File: src/rtl/openhmc_axi_tx_flit_packer_pkg.sv
// Shared types and TUSER field layout for the TX flit packer.
package openhmc_pkg;

  localparam int unsigned FLIT_W = 128;

  typedef struct packed {
    logic [FLIT_W-1:0] data;
    logic              hdr;
    logic              tail;
  } flit_t;

  // Assembly register occupancy: filling, or holding a complete beat
  // that is waiting for the output register.
  typedef enum logic {
    ASM_FILL = 1'b0,
    ASM_FULL = 1'b1
  } asm_state_e;

  function automatic int unsigned tuser_valid_lsb(input int unsigned fpw);
    return 0;
  endfunction

  function automatic int unsigned tuser_hdr_lsb(input int unsigned fpw);
    return fpw;
  endfunction

  function automatic int unsigned tuser_tail_lsb(input int unsigned fpw);
    return 2 * fpw;
  endfunction

endpackage

File: src/rtl/openhmc_flit_slot_reg.sv
// FPW-slot assembly register: indexed slot write plus whole-register clear.
module openhmc_flit_slot_reg
  import openhmc_pkg::*;
#(
  parameter int unsigned FPW     = 4,
  parameter int unsigned LOG_FPW = 2
) (
  input  logic                    clk_i,
  input  logic                    rst_n_i,
  input  logic                    clr_i,
  input  logic                    we_i,
  input  logic [LOG_FPW-1:0]      widx_i,
  input  flit_t                   flit_i,
  output logic [FPW*FLIT_W-1:0]   data_o,
  output logic [FPW-1:0]          valid_o,
  output logic [FPW-1:0]          hdr_o,
  output logic [FPW-1:0]          tail_o
);

  logic [FPW*FLIT_W-1:0] data_q;
  logic [FPW-1:0]        valid_q;
  logic [FPW-1:0]        hdr_q;
  logic [FPW-1:0]        tail_q;

  // Clear empties every slot; a write in the same cycle lands on top of
  // the cleared register so a new beat can start while the old one leaves.
  always_ff @(posedge clk_i or negedge rst_n_i) begin
    if (!rst_n_i) begin
      data_q  <= '0;
      valid_q <= '0;
      hdr_q   <= '0;
      tail_q  <= '0;
    end else begin
      if (clr_i) begin
        data_q  <= '0;
        valid_q <= '0;
        hdr_q   <= '0;
        tail_q  <= '0;
      end
      if (we_i) begin
        data_q[widx_i*FLIT_W +: FLIT_W] <= flit_i.data;
        valid_q[widx_i]                 <= 1'b1;
        hdr_q[widx_i]                   <= flit_i.hdr;
        tail_q[widx_i]                  <= flit_i.tail;
      end
    end
  end

  assign data_o  = data_q;
  assign valid_o = valid_q;
  assign hdr_o   = hdr_q;
  assign tail_o  = tail_q;

endmodule

File: src/rtl/openhmc_axi_tx_flit_packer.sv
// Packs 128-bit flits into FPW-wide AXI4-Stream beats with TUSER masks,
// holding each beat until accepted and flushing partial beats when idle.
module openhmc_axi_tx_flit_packer
  import openhmc_pkg::*;
#(
  parameter int unsigned FPW            = 4,
  parameter int unsigned LOG_FPW        = 2,
  parameter int unsigned DWIDTH         = FPW*128,
  parameter int unsigned NUM_DATA_BYTES = FPW*16,
  parameter int unsigned FLUSH_CYCLES   = 8
) (
  input  logic                      clk_hmc,
  input  logic                      res_n_hmc,
  input  logic                      flit_valid,
  output logic                      flit_ready,
  input  logic [127:0]              flit_data,
  input  logic                      flit_hdr,
  input  logic                      flit_tail,
  output logic                      s_axis_tx_TVALID,
  input  logic                      s_axis_tx_TREADY,
  output logic [DWIDTH-1:0]         s_axis_tx_TDATA,
  output logic [NUM_DATA_BYTES-1:0] s_axis_tx_TUSER
);

  localparam logic [LOG_FPW-1:0] LAST_SLOT = LOG_FPW'(FPW - 1);
  localparam logic [7:0]         FLUSH_LIM = 8'(FLUSH_CYCLES);

  asm_state_e                asm_st_q, asm_st_d;
  logic [LOG_FPW-1:0]        slot_cnt_q, slot_cnt_d;
  logic [7:0]                idle_cnt_q, idle_cnt_d;
  logic                      tvalid_q, tvalid_d;
  logic [DWIDTH-1:0]         tdata_q, tdata_d;
  logic [NUM_DATA_BYTES-1:0] tuser_q, tuser_d;

  logic [FPW*FLIT_W-1:0]     asm_data;
  logic [FPW-1:0]            asm_valid, asm_hdr, asm_tail;
  logic [NUM_DATA_BYTES-1:0] asm_user;

  logic  accept, out_free, flush_pend, move;
  flit_t flit_in;

  assign flit_in    = '{data: flit_data, hdr: flit_hdr, tail: flit_tail};
  assign out_free   = !tvalid_q || s_axis_tx_TREADY;
  assign flush_pend = (slot_cnt_q != '0) && (idle_cnt_q == FLUSH_LIM);
  assign move       = ((asm_st_q == ASM_FULL) || flush_pend) && out_free;
  // Held off in the flush cycle so the arriving flit starts the next beat.
  assign flit_ready = res_n_hmc
                      && !((asm_st_q == ASM_FULL) && tvalid_q && !s_axis_tx_TREADY)
                      && !flush_pend;
  assign accept     = flit_valid && flit_ready;

  openhmc_flit_slot_reg #(
    .FPW     (FPW),
    .LOG_FPW (LOG_FPW)
  ) u_slots (
    .clk_i   (clk_hmc),
    .rst_n_i (res_n_hmc),
    .clr_i   (move),
    .we_i    (accept),
    .widx_i  (slot_cnt_q),
    .flit_i  (flit_in),
    .data_o  (asm_data),
    .valid_o (asm_valid),
    .hdr_o   (asm_hdr),
    .tail_o  (asm_tail)
  );

  // Lay the assembly masks out into the TUSER field positions.
  always_comb begin
    asm_user = '0;
    asm_user[tuser_valid_lsb(FPW) +: FPW] = asm_valid;
    asm_user[tuser_hdr_lsb(FPW)   +: FPW] = asm_hdr;
    asm_user[tuser_tail_lsb(FPW)  +: FPW] = asm_tail;
  end

  // Next-state decode for slot pointer, idle timer, assembly state and output beat.
  always_comb begin
    asm_st_d   = asm_st_q;
    slot_cnt_d = slot_cnt_q;
    idle_cnt_d = idle_cnt_q;
    tvalid_d   = tvalid_q;
    tdata_d    = tdata_q;
    tuser_d    = tuser_q;

    if (accept) begin
      slot_cnt_d = (slot_cnt_q == LAST_SLOT) ? '0 : slot_cnt_q + 1'b1;
    end else if (move) begin
      slot_cnt_d = '0;
    end

    if (accept && (slot_cnt_q == LAST_SLOT)) begin
      asm_st_d = ASM_FULL;
    end else if (move) begin
      asm_st_d = ASM_FILL;
    end

    if (accept || move) begin
      idle_cnt_d = '0;
    end else if ((slot_cnt_q != '0) && (idle_cnt_q != FLUSH_LIM)) begin
      idle_cnt_d = idle_cnt_q + 1'b1;
    end

    if (move) begin
      tvalid_d = 1'b1;
      tdata_d  = asm_data;
      tuser_d  = asm_user;
    end else if (s_axis_tx_TREADY) begin
      tvalid_d = 1'b0;
    end
  end

  // Control and output register state.
  always_ff @(posedge clk_hmc or negedge res_n_hmc) begin
    if (!res_n_hmc) begin
      asm_st_q   <= ASM_FILL;
      slot_cnt_q <= '0;
      idle_cnt_q <= '0;
      tvalid_q   <= 1'b0;
      tdata_q    <= '0;
      tuser_q    <= '0;
    end else begin
      asm_st_q   <= asm_st_d;
      slot_cnt_q <= slot_cnt_d;
      idle_cnt_q <= idle_cnt_d;
      tvalid_q   <= tvalid_d;
      tdata_q    <= tdata_d;
      tuser_q    <= tuser_d;
    end
  end

  assign s_axis_tx_TVALID = tvalid_q;
  assign s_axis_tx_TDATA  = tdata_q;
  assign s_axis_tx_TUSER  = tuser_q;

endmodule
File: config.mk
export PLATFORM = sky130hd
export DESIGN_NAME = openhmc_axi_tx_flit_packer
export DESIGN_NICKNAME = d
export VERILOG_FILES = /design/src/rtl/openhmc_axi_tx_flit_packer_pkg.sv /design/src/rtl/openhmc_flit_slot_reg.sv /design/src/rtl/openhmc_axi_tx_flit_packer.sv
export SDC_FILE = /design/constraint.sdc
export NUM_CORES = 2
export LEC_CHECK = 0
export CORE_ASPECT_RATIO = 1.5
export CORE_MARGIN = 2
export CORE_UTILIZATION = 40
export DETAILED_ROUTE_END_ITERATION = 6
export PLACE_DENSITY_LB_ADDON = 0.08
export SYNTH_ARGS = -nofsm -noshare
export SYNTH_HDL_FRONTEND = slang
export SYNTH_SLANG_ARGS = --single-unit
File: constraint.sdc
create_clock -name clk_hmc -period 5.2 [get_ports clk_hmc]
set_input_delay 0.78 -clock clk_hmc [delete_from_list [all_inputs] [get_ports clk_hmc]]
set_output_delay 0.78 -clock clk_hmc [all_outputs]
set_load 0.03 [all_outputs]
==> results.sh <==
export IMPL_status="complete, no violations"
export IMPL_multi_input_area_um2=11600
export IMPL_synth_top_cell_area_share_pct=67.1
export IMPL_syn2layout_area_growth_pct=27.5
export IMPL_yosysTopAreaCell="dfrtp_1"
export IMPL_cts_tree="yes"
export IMPL_die_h_um=389
export IMPL_crit_arrival_ns=3.24
export IMPL_row_count=141
export IMPL_crit_fanout=15
export IMPL_place_congestion=0.802
export IMPL_cts_sinks=1060
export IMPL_post_cts_resize_count=0
export IMPL_cts_hold_buf=1
export IMPL_yosysSeqAreaShare_pct=67.1
export IMPL_start_util_pct=40.2
export IMPL_path_common_cell="inv_1"
export IMPL_syn_avg_cell_area_um2=16.3
export IMPL_reg2reg_to="s_axis_tx_TDATA[256]"
export IMPL_synthTopCellsByCount="dfrtp_1 (1060), a22o_1 (514), mux2_2 (384)"
export IMPL_hold_viol=0
export IMPL_regArea_um2=26500
export IMPL_irDropWorstVdd_mv=0.356
export IMPL_hold_path_class="flop to flop"
export IMPL_antenna_found_initial=17
export IMPL_cts_path_max_buffers=3
export IMPL_ios=712
export IMPL_worstSetupEndpointType="output port"
export IMPL_whs_ns=0.465
export IMPL_fillCellCount=8168
export IMPL_r2r_start="slot_cnt_q[0]"
export IMPL_via_per_inst=5.38
export IMPL_place_hpwl_mm=72.0
export IMPL_die_area_um2=101000
export IMPL_clk_latency_ns=0.68
export IMPL_maxSlewHeadroom_pct=24.6
export IMPL_critical_path_max_stage_delay_ns=0.75
export IMPL_dr_pass1_iters=5
export IMPL_synth_ff_type="dfrtp_1"
export IMPL_power_density_nw_per_um2=658
export IMPL_synth_most_common_cell="dfrtp_1"
export IMPL_holdPathEnd="s_axis_tx_TDATA[476]"
export IMPL_root_buffer="clkbuf_16"
export IMPL_fin_tns_setup_ns=0
export IMPL_syn_area_um2=39500
export IMPL_htree_levels=3
export IMPL_crit_chain="inv_1, ha_1, inv_1, nand4_1, buf_4, and3_1, clkdlybuf4s50_1"
export IMPL_hold_path_depth=1
export IMPL_finalSetupViolations=0
export IMPL_die_width_um=261
export IMPL_ys_warn_count=0
export IMPL_leakage_nw=24.5
export IMPL_setup_ws_ns=1.18
export IMPL_drc=0
export IMPL_critical_path_class="flop to output port"
export IMPL_hold_start="u_slots.data_o[476]"
export IMPL_timing_max_cap_violations=0
export IMPL_wl_per_cell_um=26.0
export IMPL_cts_made_buffers=102
export IMPL_postCtsSetupRepairBufs=0
export IMPL_layout_drive_gt1_share_pct=21.4
export IMPL_grtUsageTotal_pct=22.8
export IMPL_vias=23800
export IMPL_synth_distinct_cells=41
export IMPL_ys_top_cells_by_area="dfrtp_1 (67%), a22o_1 (11%), mux2_2 (11%)"
export IMPL_dpl_worst_slack_ns=1.38
export IMPL_wirelength_mm=115
export IMPL_grt_setup_unrepaired="false"
export IMPL_grt_max_degree=181
export IMPL_critPathBufInv=4
export IMPL_grt_pass1_vias=25300
export IMPL_tightest_slew_ns=1.13
export IMPL_startpoint_type="flop"
export IMPL_critical_path_top_delay_family="buffers and inverters"
export IMPL_port_buffers=659
export IMPL_cp_required_ns=4.42
export IMPL_period_share_pct=77.3
export IMPL_async_flop_share_pct=100
export IMPL_skew_ns=0.0253
export IMPL_synth_edf_count=0
export IMPL_reg2reg_setup_slack_ns=1.59
export IMPL_finalCriticalPeriod_ns=4.02
export IMPL_max_freq_mhz=249
export IMPL_nets=3193
export IMPL_synth_cells=2428
export IMPL_slew_violations=0
export IMPL_critPathSlowestCell="clkdlybuf4s50_1"
export IMPL_grt_pass1_wl_mm=174
export IMPL_clkTransAtPathRegs_ns=0.06
export IMPL_worstRegToRegCells=7
export IMPL_core_um2=98300
export IMPL_drt_iter0_drc=1350
export IMPL_ys_ff_latch=1060
export IMPL_detail_route_antenna_nets=0
export IMPL_gr_total_overflow=0
==> per-layer routing <==
layer  GRT usage [%]  vias up  wire [µm]
met2            35.4      766      54200
met4            9.78       16       4400
met5               0        -        103
met3            7.08      177       9210
li1                -    10100          -
met1            29.5    12700      47200
==> how the worst max path moves through the flow <==
stage | startpoint | slack, ns | depth (start not counted) | endpoint
after floorplan | slot_cnt_q[0] | 2.67 | 6 | flit_ready
after global placement | s_axis_tx_TREADY | 1.45 | 7 | u_slots.data_o[194]
after detailed placement | s_axis_tx_TREADY | 1.38 | 7 | u_slots.data_o[175]
after CTS | slot_cnt_q[0] | 1.17 | 7 | flit_ready
after global routing | slot_cnt_q[0] | 0.99 | 7 | flit_ready
final | slot_cnt_q[0] | 1.18 | 7 | flit_ready
==> kinds of logic (layout without fill, tap and decap cells) <==
logic type	count (synthesis)	after routing	synth area share [%]
mux	525	525	15.7
simple gates	46	46	0.735
fa+ha+maj	10	10	0.317
flops	1060	1060	67.1
compound gates	538	538	11.9
xor+xnor	6	6	0.133
other cells	1	60	0.00949
buf+inv	242	892	4.14
==> stage by stage <==
stage | util, % | std cells | power (mW) | instance area [µm²]
detailed placement | 47.7 | 4231 | 25.7 | 46900
floorplan | - | 2479 | 20.0 | 39700
global placement | 47.7 | 4231 | 25.5 | 46900
finish | 51.3 | 4424 | 33.2 | 50400
CTS | 51.2 | 4416 | 33.5 | 50400
global route | 51.3 | 4422 | 34.7 | 50400
==> layout by cell type, fill, tap and decap left out, drive strengths merged, types with 7 or more instances in the layout <==
master,n
dfrtp,1060
clkdlybuf4s50,658
mux2,524
a22o,514
clkbuf,155
conb,52
buf,37
clkinv,17
inv,12
ha,10
diode,8
nor3,8
bufinv,8
nand3,7
and3,7
==> power breakdown <==
group          internal, mW  switching (mW)
clock                  4.45            3.21
combinational          5.51            6.91
sequential             11.3            1.75
==> state kept, by name, indices dropped and copies added, names as in the netlist <==
| signal | cells |
|---|---|
| idle_cnt_q | 8 |
| u_slots.valid_o | 4 |
| u_slots.data_o | 512 |
| u_slots.tail_o | 4 |
| s_axis_tx_TVALID | 1 |
| slot_cnt_q | 2 |
| u_slots.hdr_o | 4 |
| s_axis_tx_TDATA | 512 |
| asm_st_q | 1 |
| s_axis_tx_TUSER | 12 |
==> layout make-up <==
class	count	share of cell area, %
Antenna cell	8	0.0397
Clock buffer	155	6.08
Tap cell	1287	3.20
Multi-Input combinational cell	1177	23.1
Timing Repair Buffer	696	14.0
Inverter	12	0.0894
Sequential cell	1060	52.7
Clock inverter	29	0.773
(Power assumes the default switching activity.)
